==> src/rtl/mmio_bridge_pkg.sv <==
`default_nettype none
// ============================================================================
// Module      : mmio_bridge_pkg
// Description : Shared state encoding and default address map for the MMIO
//               bridge and its address decoder.
// Revision    : 1.0 - initial release
// ============================================================================
package mmio_bridge_pkg;

    localparam logic [1:0] c_ST_IDLE   = 2'd0;
    localparam logic [1:0] c_ST_ACCESS = 2'd1;
    localparam logic [1:0] c_ST_DONE   = 2'd2;

    localparam logic [31:0] c_DEF_BASE   = 32'h0000_7F00;
    localparam logic [31:0] c_DEF_STRIDE = 32'h0000_0010;
    localparam logic [31:0] c_DEF_SPAN   = 32'h0000_000C;

    // Device interrupts land above the two reserved low bits of hwint.
    localparam int c_IRQ_OFFSET = 2;
    localparam int c_HWINT_W    = 6;

endpackage
`default_nettype wire

==> src/rtl/mmio_addr_decode.sv <==
`default_nettype none
// ============================================================================
// Module      : mmio_addr_decode
// Description : Combinational window decode of a CPU byte address into a
//               one-hot device hit vector plus a miss flag.
// Revision    : 1.0 - initial release
// ============================================================================
module mmio_addr_decode
    import mmio_bridge_pkg::*;
#(
    parameter int          NDEV   = 2,
    parameter logic [31:0] BASE   = c_DEF_BASE,
    parameter logic [31:0] STRIDE = c_DEF_STRIDE,
    parameter logic [31:0] SPAN   = c_DEF_SPAN
) (
    input  logic [31:0]     i_addr,
    output logic [NDEV-1:0] o_hit,
    output logic            o_miss
);

    for (genvar i = 0; i < NDEV; i++) begin : g_dev
        localparam logic [31:0] c_LO = BASE + 32'(i) * STRIDE;
        localparam logic [31:0] c_HI = c_LO + SPAN - 32'd1;
        assign o_hit[i] = (i_addr >= c_LO) && (i_addr <= c_HI);
    end

    assign o_miss = ~|o_hit;

endmodule
`default_nettype wire

==> src/rtl/mmio_bridge.sv <==
`default_nettype none
// ============================================================================
// Module      : mmio_bridge
// Description : CPU-to-peripheral MMIO bridge: address decode, registered
//               request/ready handshake, read-data return, IRQ registering.
//               Define MMIO_BRIDGE_TIMEOUT_EN to bound each device access.
// Revision    : 1.0 - initial release
// ============================================================================
module mmio_bridge
    import mmio_bridge_pkg::*;
#(
    parameter int          NDEV    = 2,
    parameter logic [31:0] BASE    = c_DEF_BASE,
    parameter logic [31:0] STRIDE  = c_DEF_STRIDE,
    parameter logic [31:0] SPAN    = c_DEF_SPAN,
    parameter int          TIMEOUT = 15
) (
    input  logic                   clk,
    input  logic                   reset_n,
    input  logic                   cpu_req,
    input  logic                   cpu_we,
    input  logic [31:0]            cpu_addr,
    input  logic [31:0]            cpu_wdata,
    output logic [31:0]            cpu_rdata,
    output logic                   cpu_ready,
    output logic                   cpu_err,
    output logic [NDEV-1:0]        dev_sel,
    output logic                   dev_we,
    output logic [31:0]            dev_addr,
    output logic [31:0]            dev_wdata,
    input  logic [32*NDEV-1:0]     dev_rdata,
    input  logic [NDEV-1:0]        dev_ready,
    input  logic [NDEV-1:0]        dev_irq,
    output logic [c_HWINT_W-1:0]   hwint
);

    logic [1:0]           r_state, w_state_nxt;
    logic [NDEV-1:0]      r_sel, w_sel_nxt;
    logic                 r_we, w_we_nxt;
    logic [31:0]          r_addr, w_addr_nxt;
    logic [31:0]          r_wdata, w_wdata_nxt;
    logic [31:0]          r_rdata, w_rdata_nxt;
    logic                 r_ready, w_ready_nxt;
    logic                 r_err, w_err_nxt;
    logic [c_HWINT_W-1:0] r_hwint, w_hwint_nxt;

    logic [NDEV-1:0]      w_hit;
    logic                 w_miss;
    logic                 w_dev_done;
    logic [31:0]          w_sel_rdata;
    logic                 w_timeout;

    mmio_addr_decode #(
        .NDEV   (NDEV),
        .BASE   (BASE),
        .STRIDE (STRIDE),
        .SPAN   (SPAN)
    ) u_decode (
        .i_addr (cpu_addr),
        .o_hit  (w_hit),
        .o_miss (w_miss)
    );

    // Only the selected device may complete the access or supply data.
    always_comb begin
        w_dev_done  = 1'b0;
        w_sel_rdata = '0;
        for (int i = 0; i < NDEV; i++) begin
            if (r_sel[i]) begin
                w_dev_done  = w_dev_done | dev_ready[i];
                w_sel_rdata = w_sel_rdata | dev_rdata[32*i +: 32];
            end
        end
    end

`ifdef MMIO_BRIDGE_TIMEOUT_EN
    localparam int c_CNT_W = $clog2(TIMEOUT + 1);

    logic [c_CNT_W-1:0] r_cnt;
    logic [c_CNT_W-1:0] w_cnt_inc;

    assign w_cnt_inc = r_cnt + c_CNT_W'(1);
    assign w_timeout = (w_cnt_inc == c_CNT_W'(TIMEOUT));

    always_ff @(posedge clk or negedge reset_n) begin
        if (!reset_n) begin
            r_cnt <= '0;
        end else if (r_state == c_ST_ACCESS) begin
            r_cnt <= w_cnt_inc;
        end else begin
            r_cnt <= '0;
        end
    end
`else
    logic w_unused_timeout;

    assign w_timeout        = 1'b0;
    assign w_unused_timeout = (TIMEOUT != 0);
`endif

    always_comb begin
        w_state_nxt = r_state;
        w_sel_nxt   = r_sel;
        w_we_nxt    = r_we;
        w_addr_nxt  = r_addr;
        w_wdata_nxt = r_wdata;
        w_rdata_nxt = r_rdata;
        w_ready_nxt = 1'b0;
        w_err_nxt   = 1'b0;
        case (r_state)
            c_ST_IDLE: begin
                if (cpu_req) begin
                    w_addr_nxt  = cpu_addr;
                    w_wdata_nxt = cpu_wdata;
                    if (w_miss) begin
                        w_state_nxt = c_ST_DONE;
                        w_ready_nxt = 1'b1;
                        w_err_nxt   = 1'b1;
                        w_rdata_nxt = '0;
                    end else begin
                        w_state_nxt = c_ST_ACCESS;
                        w_sel_nxt   = w_hit;
                        w_we_nxt    = cpu_we;
                    end
                end
            end
            c_ST_ACCESS: begin
                // Ready takes priority over a timeout landing in the same cycle.
                if (w_dev_done || w_timeout) begin
                    w_state_nxt = c_ST_DONE;
                    w_ready_nxt = 1'b1;
                    w_err_nxt   = ~w_dev_done;
                    w_rdata_nxt = (w_dev_done && !r_we) ? w_sel_rdata : 32'd0;
                    w_sel_nxt   = '0;
                    w_we_nxt    = 1'b0;
                end
            end
            c_ST_DONE: begin
                w_state_nxt = c_ST_IDLE;
            end
            default: begin
                w_state_nxt = c_ST_IDLE;
                w_sel_nxt   = '0;
                w_we_nxt    = 1'b0;
            end
        endcase
    end

    always_comb begin
        w_hwint_nxt                          = '0;
        w_hwint_nxt[c_IRQ_OFFSET +: NDEV]    = dev_irq;
    end

    always_ff @(posedge clk or negedge reset_n) begin
        if (!reset_n) begin
            r_state <= c_ST_IDLE;
            r_sel   <= '0;
            r_we    <= 1'b0;
            r_addr  <= '0;
            r_wdata <= '0;
            r_rdata <= '0;
            r_ready <= 1'b0;
            r_err   <= 1'b0;
            r_hwint <= '0;
        end else begin
            r_state <= w_state_nxt;
            r_sel   <= w_sel_nxt;
            r_we    <= w_we_nxt;
            r_addr  <= w_addr_nxt;
            r_wdata <= w_wdata_nxt;
            r_rdata <= w_rdata_nxt;
            r_ready <= w_ready_nxt;
            r_err   <= w_err_nxt;
            r_hwint <= w_hwint_nxt;
        end
    end

    assign cpu_rdata = r_rdata;
    assign cpu_ready = r_ready;
    assign cpu_err   = r_err;
    assign dev_sel   = r_sel;
    assign dev_we    = r_we;
    assign dev_addr  = r_addr;
    assign dev_wdata = r_wdata;
    assign hwint     = r_hwint;

endmodule
`default_nettype wire
==> config.mk <==
export PLATFORM = sky130hd
export DESIGN_NAME = mmio_bridge
export DESIGN_NICKNAME = d
export VERILOG_FILES = /design/src/rtl/mmio_bridge_pkg.sv /design/src/rtl/mmio_addr_decode.sv /design/src/rtl/mmio_bridge.sv
export SDC_FILE = /design/constraint.sdc
export NUM_CORES = 1
export LEC_CHECK = 0
export ABC_CLOCK_PERIOD_IN_PS = 1500
export BUFFER_PORTS_ARGS = -buffer_cell sky130_fd_sc_hd__buf_2
export CORE_MARGIN = 2
export CORE_UTILIZATION = 39
export CTS_CLUSTER_SIZE = 25
export DETAILED_ROUTE_END_ITERATION = 8
export GPL_ROUTABILITY_DRIVEN = 0
export GPL_TIMING_DRIVEN = 0
export PLACE_DENSITY = 0.74
export SLEW_MARGIN = 40
export SYNTH_ARGS = -nofsm -noshare
export SYNTH_HDL_FRONTEND = slang
export SYNTH_HIERARCHICAL = 1
export SYNTH_SLANG_ARGS = --single-unit
export TNS_END_PERCENT = 10
==> constraint.sdc <==
create_clock -name clk -period 1.5 [get_ports clk]
set_clock_uncertainty 0.1 [all_clocks]
set_input_delay 0.45 -clock clk [delete_from_list [all_inputs] [get_ports clk]]
set_output_delay 0.45 -clock clk [all_outputs]
set_load 0.01 [all_outputs]
Word level (Yosys, flattened, before mapping). Cells that the tools add are included.

Bitwise logic cells: 4. Equality and inequality tests: 6. Reduce and logical (&&, ||, !) cells: 11. Order comparisons: 4. Multiplexer cells: 27.

Operators by type and width (count): $mux W32 (6); $ge A32 B15 Y1 const B (2); $le A32 B15 Y1 const B (2); $pmux W32 S2 (1); $or A32 B32 Y32 (1); $mux W2 (6); $mux W1 (9); $reduce_and A4 Y1 (2); $ne A2 B2 Y1 const B (3); $pmux W2 S3 (1); $pmux W1 S2 (2); $pmux W2 S2 (1); $reduce_and A2 Y1 (2); $logic_and A1 B1 Y1 (3); $pmux W1 S3 (1); $eq A2 B1 Y1 const B (1); $eq A2 B2 Y1 const B (1); $logic_not A2 Y1 (1); $ne A2 B1 Y1 const B (1); $not A1 Y1 (2); $reduce_bool A2 Y1 (1); $reduce_or A2 Y1 (1); $logic_not A1 Y1 (1); $or A1 B1 Y1 (1).

Bits of input ports: 136. Flip-flop bits (word level): 105. Output and inout bits: 107. Logic and storage cells: 61.

Logic depth before layout (Yosys ltp).
Depth after elaboration: 7. Gate-level depth with buffers: 6. Gate-level depth less buffers: 6.

Cells and area by module. The synthesis kept the hierarchy.

By module, submodules not included: mmio_bridge (times used 1, sequential area each 2627.5 um2, area an instance 4404.2 um2, cells an instance 318); mmio_addr_decode (times used 1, sequential area each 0.0 um2, area an instance 133.9 um2, cells an instance 17).

Least setup slack after synthesis. No wires, ideal clock.

Path kind: input-to-reg. Start point: in cpu_addr[31]. End point: reg r_rdata[10] (netlist: cpu_rdata[10]). Buffers on the path: 1. Setup time: 0.066 ns. Data arrival time: 1.773 ns. Required time: 1.334 ns. Cell stages on the path: 6. Slack: -0.439 ns. Cell sequence: nor4_1 -> nand3_1 -> a211o_1 -> nand2_1 -> clkbuf_1 -> a31o_1.

Word-level cells in the longest chain between the ends: 5. Elaborated cells between the ends (all ways): 9. Classes of those cells: order compare: 4; eq/ne: 1; reduce/logical: 4.

Ends and longest elaborated chain: from (decl) (line mmio_bridge.sv:22) `input logic [31:0] cpu_addr,`; $ge A32 B15 Y1 or $le A32 B15 Y1 (tied branches) (line mmio_addr_decode.sv:24) `assign o_hit[i] = (i_addr >= c_LO) && (i_addr <= c_HI);`; $logic_and A1 B1 Y1 (line mmio_addr_decode.sv:24); $reduce_or A2 Y1 * (line mmio_addr_decode.sv:27) `assign o_miss = ~|o_hit;`; $ne A2 B2 Y1 (no line) *; $reduce_and A4 Y1 (no line) *; to (signal assigned) (line mmio_bridge.sv:171) `r_rdata <= w_rdata_nxt;`; to (decl) (line mmio_bridge.sv:42) `logic [31:0] r_rdata, w_rdata_nxt;`.

Mark *: on every way between the ends. The rest lies on a longest branch, timed or not. A chain may end at the register's enable or synchronous reset.

Worst setup path after layout.
Start point: in cpu_addr[15]. End point: reg r_sel[0] (netlist: dev_sel[0]).

Word-level cells in the longest chain between the ends: 5. Elaborated cells between the ends (all ways): 12. Classes of those cells: order compare: 4; eq/ne: 1; mux: 3; reduce/logical: 4.

Ends and longest elaborated chain: $ge A32 B15 Y1 or $le A32 B15 Y1 (tied branches) (line mmio_addr_decode.sv:24); $logic_and A1 B1 Y1 (line mmio_addr_decode.sv:24); $mux W2 or $reduce_or A2 Y1 (tied branches) (line mmio_bridge.sv:115, mmio_addr_decode.sv:27); $mux W2 or $ne A2 B1 Y1 (tied branches); $pmux W2 S3 or $reduce_and A4 Y1 (tied branches); to (signal assigned) (line mmio_bridge.sv:167) `r_sel <= w_sel_nxt;`; to (decl) (line mmio_bridge.sv:38) `logic [NDEV-1:0] r_sel, w_sel_nxt;`.

Parallel ways exist; a longest one is shown, timed or not. The select of a mux whose other input is x is not followed.

==> impl_results.md <==
- Max Transition Viols Final: 0
- Synth Area in XOR/XNOR: 0
- Final min period: 1.759 ns
- Post-DP Area: 5968 µm²
- Setup CP Type: in2reg
- HP Class: in2reg
- Drt first pass iters: 4
- Post-synth EDFFs: 0
- Clock slew at reported path FFs: 0.07 ns
- CP Launch Point: cpu_addr[15]
- DR vias/cell: 5.234
- Die width: approximately 110 µm
- Nets: 735
- Total power: 7.051 mW
- Main synth FF type: dfrtp_1
- Netlist cell types: 35
- Leak Pwr: 3.263 nW
- Share of cells above drive strength 1: 0.5513
- Row count: 39
- Num CTS Buffers: 9
- Synth Instances: 335
- CP Max Fanout: 5
- Post-synthesis mux area share: 0.1588
- Post-route setup slack: -0.2585 ns
- Worst reg2reg endpoint: dev_wdata[18]$_DFFE_PN0P_
- Worst VDD drop: between 0.0005 and 0.0006 V
- Max frequency: 568.7 MHz
- Synth-to-Final Area Change: 47.09%
- Die Ht: ~110 µm
- Synth top area share: 0.5790
- Utilization after layout: 0.5871
- # setup viols final: 103
- Root buf cell: clkbuf_16
- Die area: roughly 13000 µm²
- Final ANT Viol Nets: 0
- R2R cell count: 4
- Synth Register Bits: 105
- Synthesized-area fraction occupied by adder cells: 0
- Failing checks: setup timing
- Mapped cell area: 4538 µm²
- Yosys warning total: 6
- Average wire per standard cell: 17.72 µm
- Crit end category: flip-flop
- Buffer and inverter count on the worst path: 1
- Total number of vias: about 3900
- Initial antenna violation count: 1
- Drc violations: 0
- Total global routing overflow: 0
- CP max stage cell: or3_4
- Synth area leader: dfrtp_1
- # clock sinks: between 100 and 150
- Largest cells by area after synthesis: dfrtp_1, mux2_1, a31o_1, a22oi_1, nor4_1
- Run status: finished with violations
- IO buf count: 238
- DP Wirelength: 9.925 mm
- Worst EP arrival: ~1.9 ns
- Maximum clock path buffer count: 2
- MaxCap Viol Count: 0
- Largest net degree at the start of global routing: 58
- Core area: roughly 11000 µm²
- Worst hold margin: roughly 0.11 ns
- Main combinational cell family by area after synthesis: multiplexers
- Worst Setup Start Kind: input pin
- Worst EP required: 1.62 ns
- Sequential area share after synthesis: 0.5790
- Clock latency on the worst-skew pair: 0.33 ns
- CP endpoint: dev_sel[0]$_DFFE_PN0P_
- Number of global-route vias before repair: 4327
- Post-synthesis average cell area: 13.55 µm²
- Design Area, Final: 6675 µm²
- Final hold violations: 0
- CTS tree: built
- First-pass GRT wire length: ~21 mm
- Power per standard cell area: 1056 nW/µm²
- # IOs: ~240
- Post-synthesis compound-gate area fraction: 0.1368
- Initial DRC Count: approximately 200
- Initial Utilization: 0.3991
- WP depth: 6
- Drt total wl: roughly 13 mm
- Post-route clock period utilization: 1.172
- Simple-gate share of the synthesized area: 0.07747
- Crit path cell chain: buf_4, or3_4, a211o_4, nor3b_4, o2bb2ai_2, a22o_1
- Top delay family on crit path: compound AO/OA/AOI/OAI gates
- CP max stage delay: 0.40 ns
- Worst r2r src: r_state[1]$_DFFE_PN0P_
- Overall Global Routing Usage: 0.2132
- Asr flop ratio synth: 1.000
- FF-to-FF setup slack: -0.21 ns
- RSZ-0062 raised after global routing: yes
- H-tree levels: 3
==> cells in the final DEF (no fill, tap or decap), types with 2 or more instances in the layout <==
cell type and instances:
inv_1 2, nand2b_1 2, a22oi_1 32, a31o_1 29, bufinv_16 3, conb_1 4
and4b_1 2, nor3b_4 2, mux2_2 14, buf_8 2, clkbuf_8 2, inv_6 2
buf_6 14, a31o_2 3, a22o_1 3, buf_4 16, clkbuf_16 12, mux2_1 50
buf_2 236, clkbuf_1 3, dfrtp_1 103, nor4_1 32, nor4_4 4, dfrtp_2 2
clkbuf_2 7, nand2_1 2
==> registers in the layout, summed over array words and instances (netlist names) <==
register   count
dev_we         1
cpu_err        1
dev_sel        2
cpu_ready      1
hwint          2
dev_addr      32
dev_wdata     32
cpu_rdata     32
r_state        2
==> cells by family after synthesis <==
kind of cell	Yosys count
compound gates	74
buf+inv	38
flops	105
mux	64
other cells	1
simple gates	53
==> metrics by stage <==
| stage | setup TNS, ns | setup WS (ns) | cells |
|---|---|---|---|
| 4_1_cts | -17.86 | -0.2846 | 747 |
| 2_1_floorplan | -12.46 | -0.3246 | 338 |
| 3_3_place_gp | -171.13 | -1.220 | 719 |
| 6_report | -17.00 | -0.2585 | 748 |
| 5_1_grt | -23.44 | -0.3171 | 748 |
| 3_5_place_dp | -49.32 | -0.8624 | 720 |
==> how the worst min path moves through the flow <==
stage,to,cells past startpoint,startpoint
finish,hwint[3]$_DFF_PN0_,1,dev_irq[1]
global route,hwint[3]$_DFF_PN0_,1,dev_irq[1]
CTS,hwint[3]$_DFF_PN0_,1,dev_irq[1]
detailed placement,cpu_rdata[14]$_DFFE_PN0P_,1,reset_n
global placement,dev_addr[21]$_DFFE_PN0P_,1,dev_addr[21]$_DFFE_PN0P_
floorplan,cpu_err$_DFF_PN0_,0,reset_n
==> report_power, final <==
| part | total (mW) | switching (mW) | leakage [nW] | internal (mW) |
|---|---|---|---|---|
| Clock | 2.69 | 1.05 | 0.167 | 1.64 |
| Sequential | 3.23 | 0.135 | 1.31 | 3.10 |
| Combinational | 1.13 | 0.552 | 1.79 | 0.576 |
==> cells in the mapped netlist, drive strengths merged, types with 2 or more instances <==
library cell and number:
dfrtp 105, mux2 64, nor4 36, a22oi 33
a31o 32, buf 24, clkbuf 12, a22o 4
nand2 3, and4b 2, inv 2, nand2b 2
nand3 2, nor3b 2
==> worst reg2reg max path, cell delays in order, from the launching register on <==
cell     delay (ns)
dfrtp_2        0.45
nor3b_4        0.30
buf_6          0.22
buf_6          0.17
mux2_1         0.34
==> repair_timing <==
item / 4_1_cts / 5_1_grt
cloned: 2 / 0
endpoints found under the hold margin: 48 / 0
setup buffers: 8 / 0
endpoints found under the setup margin: 99 / 103
gates resized for setup: 32 / 32
pin swaps: 34 / 8
hold buffers: 1 / 0
==> area by class of cell <==
type / instances / area (µm²)
inverters: 2 / 7.507
repair buffers: 250 / 1370
flip-flops and latches: 105 / 2630
clock inverters: 6 / 112.6
multi-input cells: 195 / 1832
well taps: 143 / 178.9
diodes: 1 / 2.502
plain buffers: 36 / 312.8
fillers: 939 / 4695
clock buffers: 10 / 229.0
==> metal layers <==
metal / share of wire / vias up / global-route usage
met5: 0 / - / 0
met4: 0.015 / 0 / 0.07819
met3: 0.082 / 14 / 0.05498
met2: 0.51 / 180 / 0.3721
met1: 0.40 / 1917 / 0.2542
li1: - / 1804 / -
Power figures use the tool's default switching activity.
